**config.mk**
```make
export PLATFORM = sky130hd
export DESIGN_NAME = dm_arbiter
export DESIGN_NICKNAME = d
export VERILOG_FILES = /design/src/rtl/forth_pkg.sv /design/src/rtl/dm_arbiter.sv
export SDC_FILE = /design/constraint.sdc
export NUM_CORES = 1
export LEC_CHECK = 0
export ABC_AREA = 1
export CORE_ASPECT_RATIO = 0.7
export CORE_MARGIN = 2
export CORE_UTILIZATION = 23
export CTS_CLUSTER_SIZE = 28
export DETAILED_ROUTE_END_ITERATION = 7
export HOLD_SLACK_MARGIN = 0.08
export PLACE_DENSITY = 0.78
export SYNTH_ARGS = -nofsm -noshare
export SYNTH_HDL_FRONTEND = slang
export SYNTH_SLANG_ARGS = --single-unit
```
**constraint.sdc**
```tcl
create_clock -name Clk -period 1.9 [get_ports Clk]
set_clock_uncertainty 0.1 [all_clocks]
set_input_delay 0.38 -clock Clk [delete_from_list [all_inputs] [get_ports Clk]]
set_output_delay 0.38 -clock Clk [all_outputs]
set_load 0.05 [all_outputs]
```
**src/rtl/forth_pkg.sv**
```systemverilog
// Shared types for the Forth processor: arbiter grant/state encodings and default widths.
package forth_pkg;

  localparam int unsigned FORTH_W = 16;

  typedef enum logic [1:0] {
    GNT_NONE = 2'd0,
    GNT_CORE = 2'd1,
    GNT_EXT  = 2'd2
  } gnt_e;

  typedef enum logic {
    ARB_IDLE = 1'b0,
    ARB_XACK = 1'b1
  } arb_state_e;

endpackage

```
**src/rtl/dm_arbiter.sv**
```systemverilog
// Single-port data-memory arbiter between the core load/store path and an external requester.
// DM_ARB_RR_EN selects round-robin contention resolution; otherwise core priority with starvation counter.
module dm_arbiter
  import forth_pkg::*;
#(
  parameter int unsigned AW         = FORTH_W,
  parameter int unsigned DW         = FORTH_W,
  parameter int unsigned STARVE_MAX = 4
) (
  input  logic          Clk,
  input  logic          Rst,
  input  logic          c_read,
  input  logic          c_write,
  input  logic [AW-1:0] c_addr,
  input  logic [DW-1:0] c_wdata,
  output logic [DW-1:0] c_rdata,
  output logic          c_stall,
  input  logic          x_req,
  input  logic          x_we,
  input  logic [AW-1:0] x_addr,
  input  logic [DW-1:0] x_wdata,
  output logic          x_ack,
  output logic [DW-1:0] x_rdata,
  output logic [AW-1:0] m_addr,
  output logic [DW-1:0] m_wdata,
  output logic          m_read,
  output logic          m_write,
  input  logic [DW-1:0] m_rdata
);

  localparam int unsigned CW = $clog2(STARVE_MAX + 1);

  arb_state_e    state_q, state_d;
  gnt_e          gnt;
  logic          c_req, x_elig, contend;
  logic          x_ack_q;
  logic [DW-1:0] x_rdata_q;
`ifdef DM_ARB_RR_EN
  gnt_e          last_gnt_q, last_gnt_d;
`else
  logic [CW-1:0] starve_q, starve_d;
`endif

  assign c_req   = c_read | c_write;
  assign x_elig  = x_req & (state_q == ARB_IDLE);
  assign contend = c_req & x_elig;

  // Grant decision; reset forces NONE so nothing reaches memory.
  always_comb begin : grant_sel
    gnt = GNT_NONE;
    if (Rst) begin
      gnt = GNT_NONE;
    end else if (contend) begin
`ifdef DM_ARB_RR_EN
      gnt = (last_gnt_q == GNT_CORE) ? GNT_EXT : GNT_CORE;
`else
      gnt = (starve_q == CW'(STARVE_MAX)) ? GNT_EXT : GNT_CORE;
`endif
    end else if (c_req) begin
      gnt = GNT_CORE;
    end else if (x_elig) begin
      gnt = GNT_EXT;
    end
  end

  always_comb begin : mem_mux
    m_addr  = '0;
    m_wdata = '0;
    m_read  = 1'b0;
    m_write = 1'b0;
    case (gnt)
      GNT_CORE: begin
        m_addr  = c_addr;
        m_wdata = c_wdata;
        m_read  = ~c_write;
        m_write = c_write;
      end
      GNT_EXT: begin
        m_addr  = x_addr;
        m_wdata = x_wdata;
        m_read  = ~x_we;
        m_write = x_we;
      end
      default: ;
    endcase
  end

  // Next state: XACK lasts exactly one cycle and only follows an EXT grant.
  always_comb begin : next_state
    state_d = (gnt == GNT_EXT) ? ARB_XACK : ARB_IDLE;
`ifdef DM_ARB_RR_EN
    last_gnt_d = (contend && (gnt != GNT_NONE)) ? gnt : last_gnt_q;
`else
    starve_d = starve_q;
    if ((gnt == GNT_EXT) || !x_elig) begin
      starve_d = '0;
    end else if ((gnt == GNT_CORE) && (starve_q != CW'(STARVE_MAX))) begin
      starve_d = starve_q + CW'(1);
    end
`endif
  end

  always_ff @(posedge Clk) begin
    if (Rst) begin
      state_q   <= ARB_IDLE;
      x_ack_q   <= 1'b0;
      x_rdata_q <= '0;
`ifdef DM_ARB_RR_EN
      last_gnt_q <= GNT_CORE;
`else
      starve_q  <= '0;
`endif
    end else begin
      state_q   <= state_d;
      x_ack_q   <= (gnt == GNT_EXT);
      x_rdata_q <= ((gnt == GNT_EXT) && !x_we) ? m_rdata : '0;
`ifdef DM_ARB_RR_EN
      last_gnt_q <= last_gnt_d;
`else
      starve_q  <= starve_d;
`endif
    end
  end

  assign c_rdata = m_rdata;
  assign c_stall = c_req & ~Rst & (gnt != GNT_CORE);
  assign x_ack   = x_ack_q;
  assign x_rdata = x_rdata_q;

endmodule

```
* Yosys cells after proc, flatten, opt, wreduce, memory -nomap -nowiden
Index checks and enable logic that the tools add are counted.
** Cells by class
- $add $sub $neg :: 1
- Equality and inequality tests :: 5
- Multiplexer cells :: 10
- Bitwise operators :: 10
- Reductions and logical operators :: 7
** Operators with widths (number)
- case mux 16 bit (2 select lines) :: 2
- 2-to-1 mux 2 bit :: 5
- NOT 1 bit :: 5
- bitwise AND 1 bit :: 4
- case mux 1 bit (2 select lines) :: 2
- OR reduction 2 bit :: 2
- adder 3 x 1 -> 3 bit, second input constant :: 1
- == test 3 bit, second input constant :: 1
- inequality test 3 bit, second input constant :: 1
- == test 2 x 1 -> 1 bit, second input constant :: 1
- == test 2 bit, second input constant :: 1
- logical AND 1 bit :: 2
- logical NOT 1 bit :: 2
- inequality test 2 x 1 -> 1 bit, second input constant :: 1
- logical OR 1 bit :: 1
- 2-to-1 mux 1 bit :: 1
- bitwise OR 1 bit :: 1
** Word-level totals
- Flip-flop bits (word level) :: 21
- Input port bits :: 86
- Output and inout port bits :: 68
- Word-level logic and storage cells :: 37

* Longest topological paths before layout
Gate-level depths: netlist of the first run.
- Depth after elaboration :: 10
- Mapped depth :: 12
- Depth with buffers taken out :: 11

* Worst setup path after synthesis of the first run
Ideal clock, no wire load.
- Path kind :: flip-flop to output port
- From :: register state_q
- To :: output c_stall
- Arrival :: 2.461 ns
- Data required time :: 1.420 ns
- Path slack :: -1.041 ns
- Stages on the path, launching flop included :: 8
- Cells stage by stage :: dfxtp_1 > nor2_1 > nand2_1 > a21oi_1 > inv_1 > ha_1 > buf_2 > nor3_1
** Between the ends
- Cells in the longest elaborated chain, start to end :: 8
** Ends and longest elaborated chain
- start: declaration :: line dm_arbiter.sv:33 : arb_state_e state_q, state_d;
- start signal: assignment :: line dm_arbiter.sv:114 : state_q <= state_d;
- NOT 1 bit * :: line dm_arbiter.sv:45 : assign x_elig = x_req & (state_q == ARB_IDLE);
- bitwise AND 1 bit * :: line dm_arbiter.sv:45
- 2-to-1 mux 2 bit :: line dm_arbiter.sv:61 : end else if (x_elig) begin
- 2-to-1 mux 2 bit :: line dm_arbiter.sv:59 : end else if (c_req) begin
- 2-to-1 mux 2 bit * :: line dm_arbiter.sv:53 : end else if (contend) begin
- 2-to-1 mux 2 bit * :: line dm_arbiter.sv:51 : if (Rst) begin
- inequality test 2 x 1 -> 1 bit * :: line dm_arbiter.sv:126 : assign c_stall = c_req & ~Rst & (gnt != GNT_CORE);
- bitwise AND 1 bit * :: line dm_arbiter.sv:126
- end: declaration :: line dm_arbiter.sv:17 : output logic c_stall,
Mark *: on every way between the ends. The rest lies on a longest branch, timed or not.

* Worst setup path after layout of the first run
- From :: input c_read
- To :: output m_addr[13]
** Between the ends
- Cells in the longest elaborated chain, start to end :: 6
** Ends and longest elaborated chain
- start: declaration :: line dm_arbiter.sv:12 : input logic c_read,
- bitwise OR 1 bit * :: line dm_arbiter.sv:44 : assign c_req = c_read | c_write;
- 2-to-1 mux 2 bit or bitwise AND 1 bit (tied branches) :: line dm_arbiter.sv:59, dm_arbiter.sv:46
- 2-to-1 mux 2 bit * :: line dm_arbiter.sv:53
- 2-to-1 mux 2 bit * :: line dm_arbiter.sv:51
- == test 2 bit or == test 2 x 1 -> 1 bit (tied branches) :: line dm_arbiter.sv:71 : case (gnt)
- case mux 16 bit (2 select lines) * :: line dm_arbiter.sv:71
- end: declaration :: line dm_arbiter.sv:24 : output logic [AW-1:0] m_addr,
Marked as above.

==> run summary, run 1 <==
Mean Syn Cell Area: 6.15 µm²
via count: 2106
Starting Density: 0.239
Placed Area: 3860 µm²
RSZ-0062 raised after global routing: yes
Startpoint Class: input pin
# H-tree levels: 1
Crit. End Element: output pin
Antenna Cells: 0
vias in the first global route: 2189
max-slew violations: 0
sequential power share: 0.248
worst vdd ir: 0.000327 V
latest clock arrival within the worst-skew pair: 260 ps
Post-Place Setup Slack: -837 ps
hold slack: 508 ps
leakage power: 1.91 nW
mapped cell area: 1370 µm²
core box area: 5730 µm²
Power Density: 374 nW/µm²
crit path kind: in -> out
port bufs: 153
placed insts: 439
switch share: 0.364
setup_tns: -20180 ps
Worst-Margin Slew: 228 ps
cell-internal power: 1.08 mW
Finish-stage setup viols: 38
min Tclk post-route: 2540 ps
combinational group share of total power: 0.583
M2 GR Usage: 0.418
fin area: 4540 µm²
Row Count: 23
CTS buffer count: 3
maximum fanout along the worst path: 8
worst setup margin: -637 ps
busiest grt layer: met2
Max Freq: 394 MHz
Relative slew margins: 0.848
vias per cell: 4.50
Non-Filler Instances: 468
wirelength, routed: 7820 µm
clock transition at the registers of the reported paths: 70 ps
Net Count, Synth: 314
arrival time worst endpoint: 2060 ps
Bufs on Longest Clock Path: 2
sequential share of the synthesized area: 0.292
failing checks: setup timing
GR Util met1: 0.263
met3 usage: 0.0489
gr ovfl total: 0
CTS tree: yes
First-pass DRT Iterations: 4
Critical Path RT: 1420 ps
share of cells above drive strength 1: 0.555
clock power share: 0.168
Tot Pwr: 1.70 mW
first-pass GRT wire length: 11000 µm
Sink Count: 20
Hold/Removal Path Class: in -> reg
Syn Inst Count: 223
worst r2r src: starve_q[1]
utilization after layout: 0.794
post-synth cell types: 14
DR WL/cell: 16.7 µm
Area Overhead vs Synth: 231%
#FFs+latches synth: 20
drc violations: 0
P_sw: 620 µW
number of DRC markers in iteration 0: 82
clock root buffer: clkbuf_8
Die H: 68.6 µm
Die Footprint: 6610 µm²
Die Width: 96.3 µm
GR Util All Layers: 0.224
Final Hold Viols: 0
largest net degree at the start of global routing: 19
Ys Warns: 0
status: complete, but fails checks
antenna violations before repair: 0
Post-DRT Antenna Nets: 0
Routability Congestion: 0.720
Final Net Count: 485
CP Launch Point: c_read
hold path start: Rst
max-cap check violation count: 0
Top-Level Pins: 154
dpl hpwl: 5070 µm
crit share post-route: 1.34
cells by family (layout without fill, tap and decap cells):
kind of cell    count (synthesis)  in the layout  share of synthesized area
buf+inv                        58            227                      0.226
simple gates                  102            103                      0.296
flops                          20             20                      0.292
fa+ha+maj                       5              5                     0.0456
compound gates                 38             38                      0.141
worst paths after layout:
check / slack (ps) / depth (start not counted) / endpoint
setup reg to reg: -40 / 12 / starve_q[0]
setup / recovery: -640 / 10 / m_addr[13]
hold / removal: 510 / 3 / state_q
hold reg to reg: 520 / 3 / starve_q[1]
flip-flops by register name, indices dropped and copies added, names as in the netlist:
signal    cells
starve_q      3
state_q       1
x_rdata      16
power groups by stage:
stage,logic [mW],registers (mW),clock network [mW]
finish,0.992,0.422,0.286
global route,1.03,0.422,0.312
CTS,0.967,0.422,0.282
detailed placement,0.853,0.432,0
global placement,0.843,0.432,0
floorplan,0.438,0.438,0
Yosys cell counts:
library cell / n / area share
nand3_4: 1 / 0.013
nand3_1: 4 / 0.015
buf_6: 1 / 0.0082
buf_2: 8 / 0.029
nand2_1: 75 / 0.21
nor3_1: 1 / 0.0036
nand4_1: 1 / 0.0046
a21oi_1: 37 / 0.14
buf_4: 20 / 0.11
dfxtp_1: 20 / 0.29
nor2_1: 20 / 0.055
inv_1: 29 / 0.079
ha_1: 5 / 0.046
a21o_1: 1 / 0.0055
layout make-up:
type                            count  area [µm²]
Clock buffer                        4        45.0
Fill cell                         350        1180
Inverter                           29         113
Multi-Input combinational cell    146        1380
Sequential cell                    20         407
Tap cell                           75        93.8
Timing Repair Buffer              194        2510
cell usage in the layout, fill, tap and decap left out, types with 3 or more instances in the layout:
master,Yosys,routed
inv_1,29,21
dfxtp_1,20,17
nor2_1,20,17
buf_16,0,3
clkdlybuf4s50_1,0,81
nand2_4,0,20
buf_6,1,7
ha_4,0,4
nand2_2,0,26
dlygate4sd2_1,0,3
clkbuf_8,0,3
buf_4,20,40
a21oi_2,0,3
inv_2,0,7
a21oi_4,0,34
nand2_1,75,29
buf_12,0,56
per-layer routing:
| metal | part of all wire | routed length [µm] | vias to the layer above |
|---|---|---|---|
| met5 | 0 | 0 | - |
| met4 | 0.019 | 146 | 0 |
| met3 | 0.059 | 465 | 16 |
| met2 | 0.52 | 4050 | 83 |
| met1 | 0.40 | 3160 | 995 |
| li1 | - | - | 1012 |
critical path: stages:
cell	delay (ps)
dlygate4sd2_1	260
nor2_4	140
inv_2	80
a21oi_2	170
buf_4	140
inv_2	40
ha_4	250
bufbuf_16	300
a21oi_4	140
buf_12	150
repair_timing:
action | in CTS | in global routing
gates cloned | 7 | 1
hold buffers | 0 | 0
resized for setup | 65 | 31
setup endpoints to repair | 54 | 54
pin swaps | 8 | 19
buffers inserted | 15 | 3
Power figures use the tool's default switching activity.
==> run 2: changes to the inputs <==
--- a/config.mk
+++ b/config.mk
@@ -6,6 +6,7 @@
 export NUM_CORES = 1
 export LEC_CHECK = 0
 export ABC_AREA = 1
+export CAP_MARGIN = 10
 export CORE_ASPECT_RATIO = 0.7
 export CORE_MARGIN = 2
 export CORE_UTILIZATION = 23
==> results of run 2 <==
The final DEF is identical to that of run 1; final timing and power are the same.
==> run 3: changes to the inputs <==
--- a/config.mk
+++ b/config.mk
@@ -14,6 +14,7 @@
 export DETAILED_ROUTE_END_ITERATION = 7
 export HOLD_SLACK_MARGIN = 0.08
 export PLACE_DENSITY = 0.78
+export SLEW_MARGIN = 20
 export SYNTH_ARGS = -nofsm -noshare
 export SYNTH_HDL_FRONTEND = slang
 export SYNTH_SLANG_ARGS = --single-unit
==> results of run 3 <==
The final DEF is identical to that of run 1; final timing and power are the same.
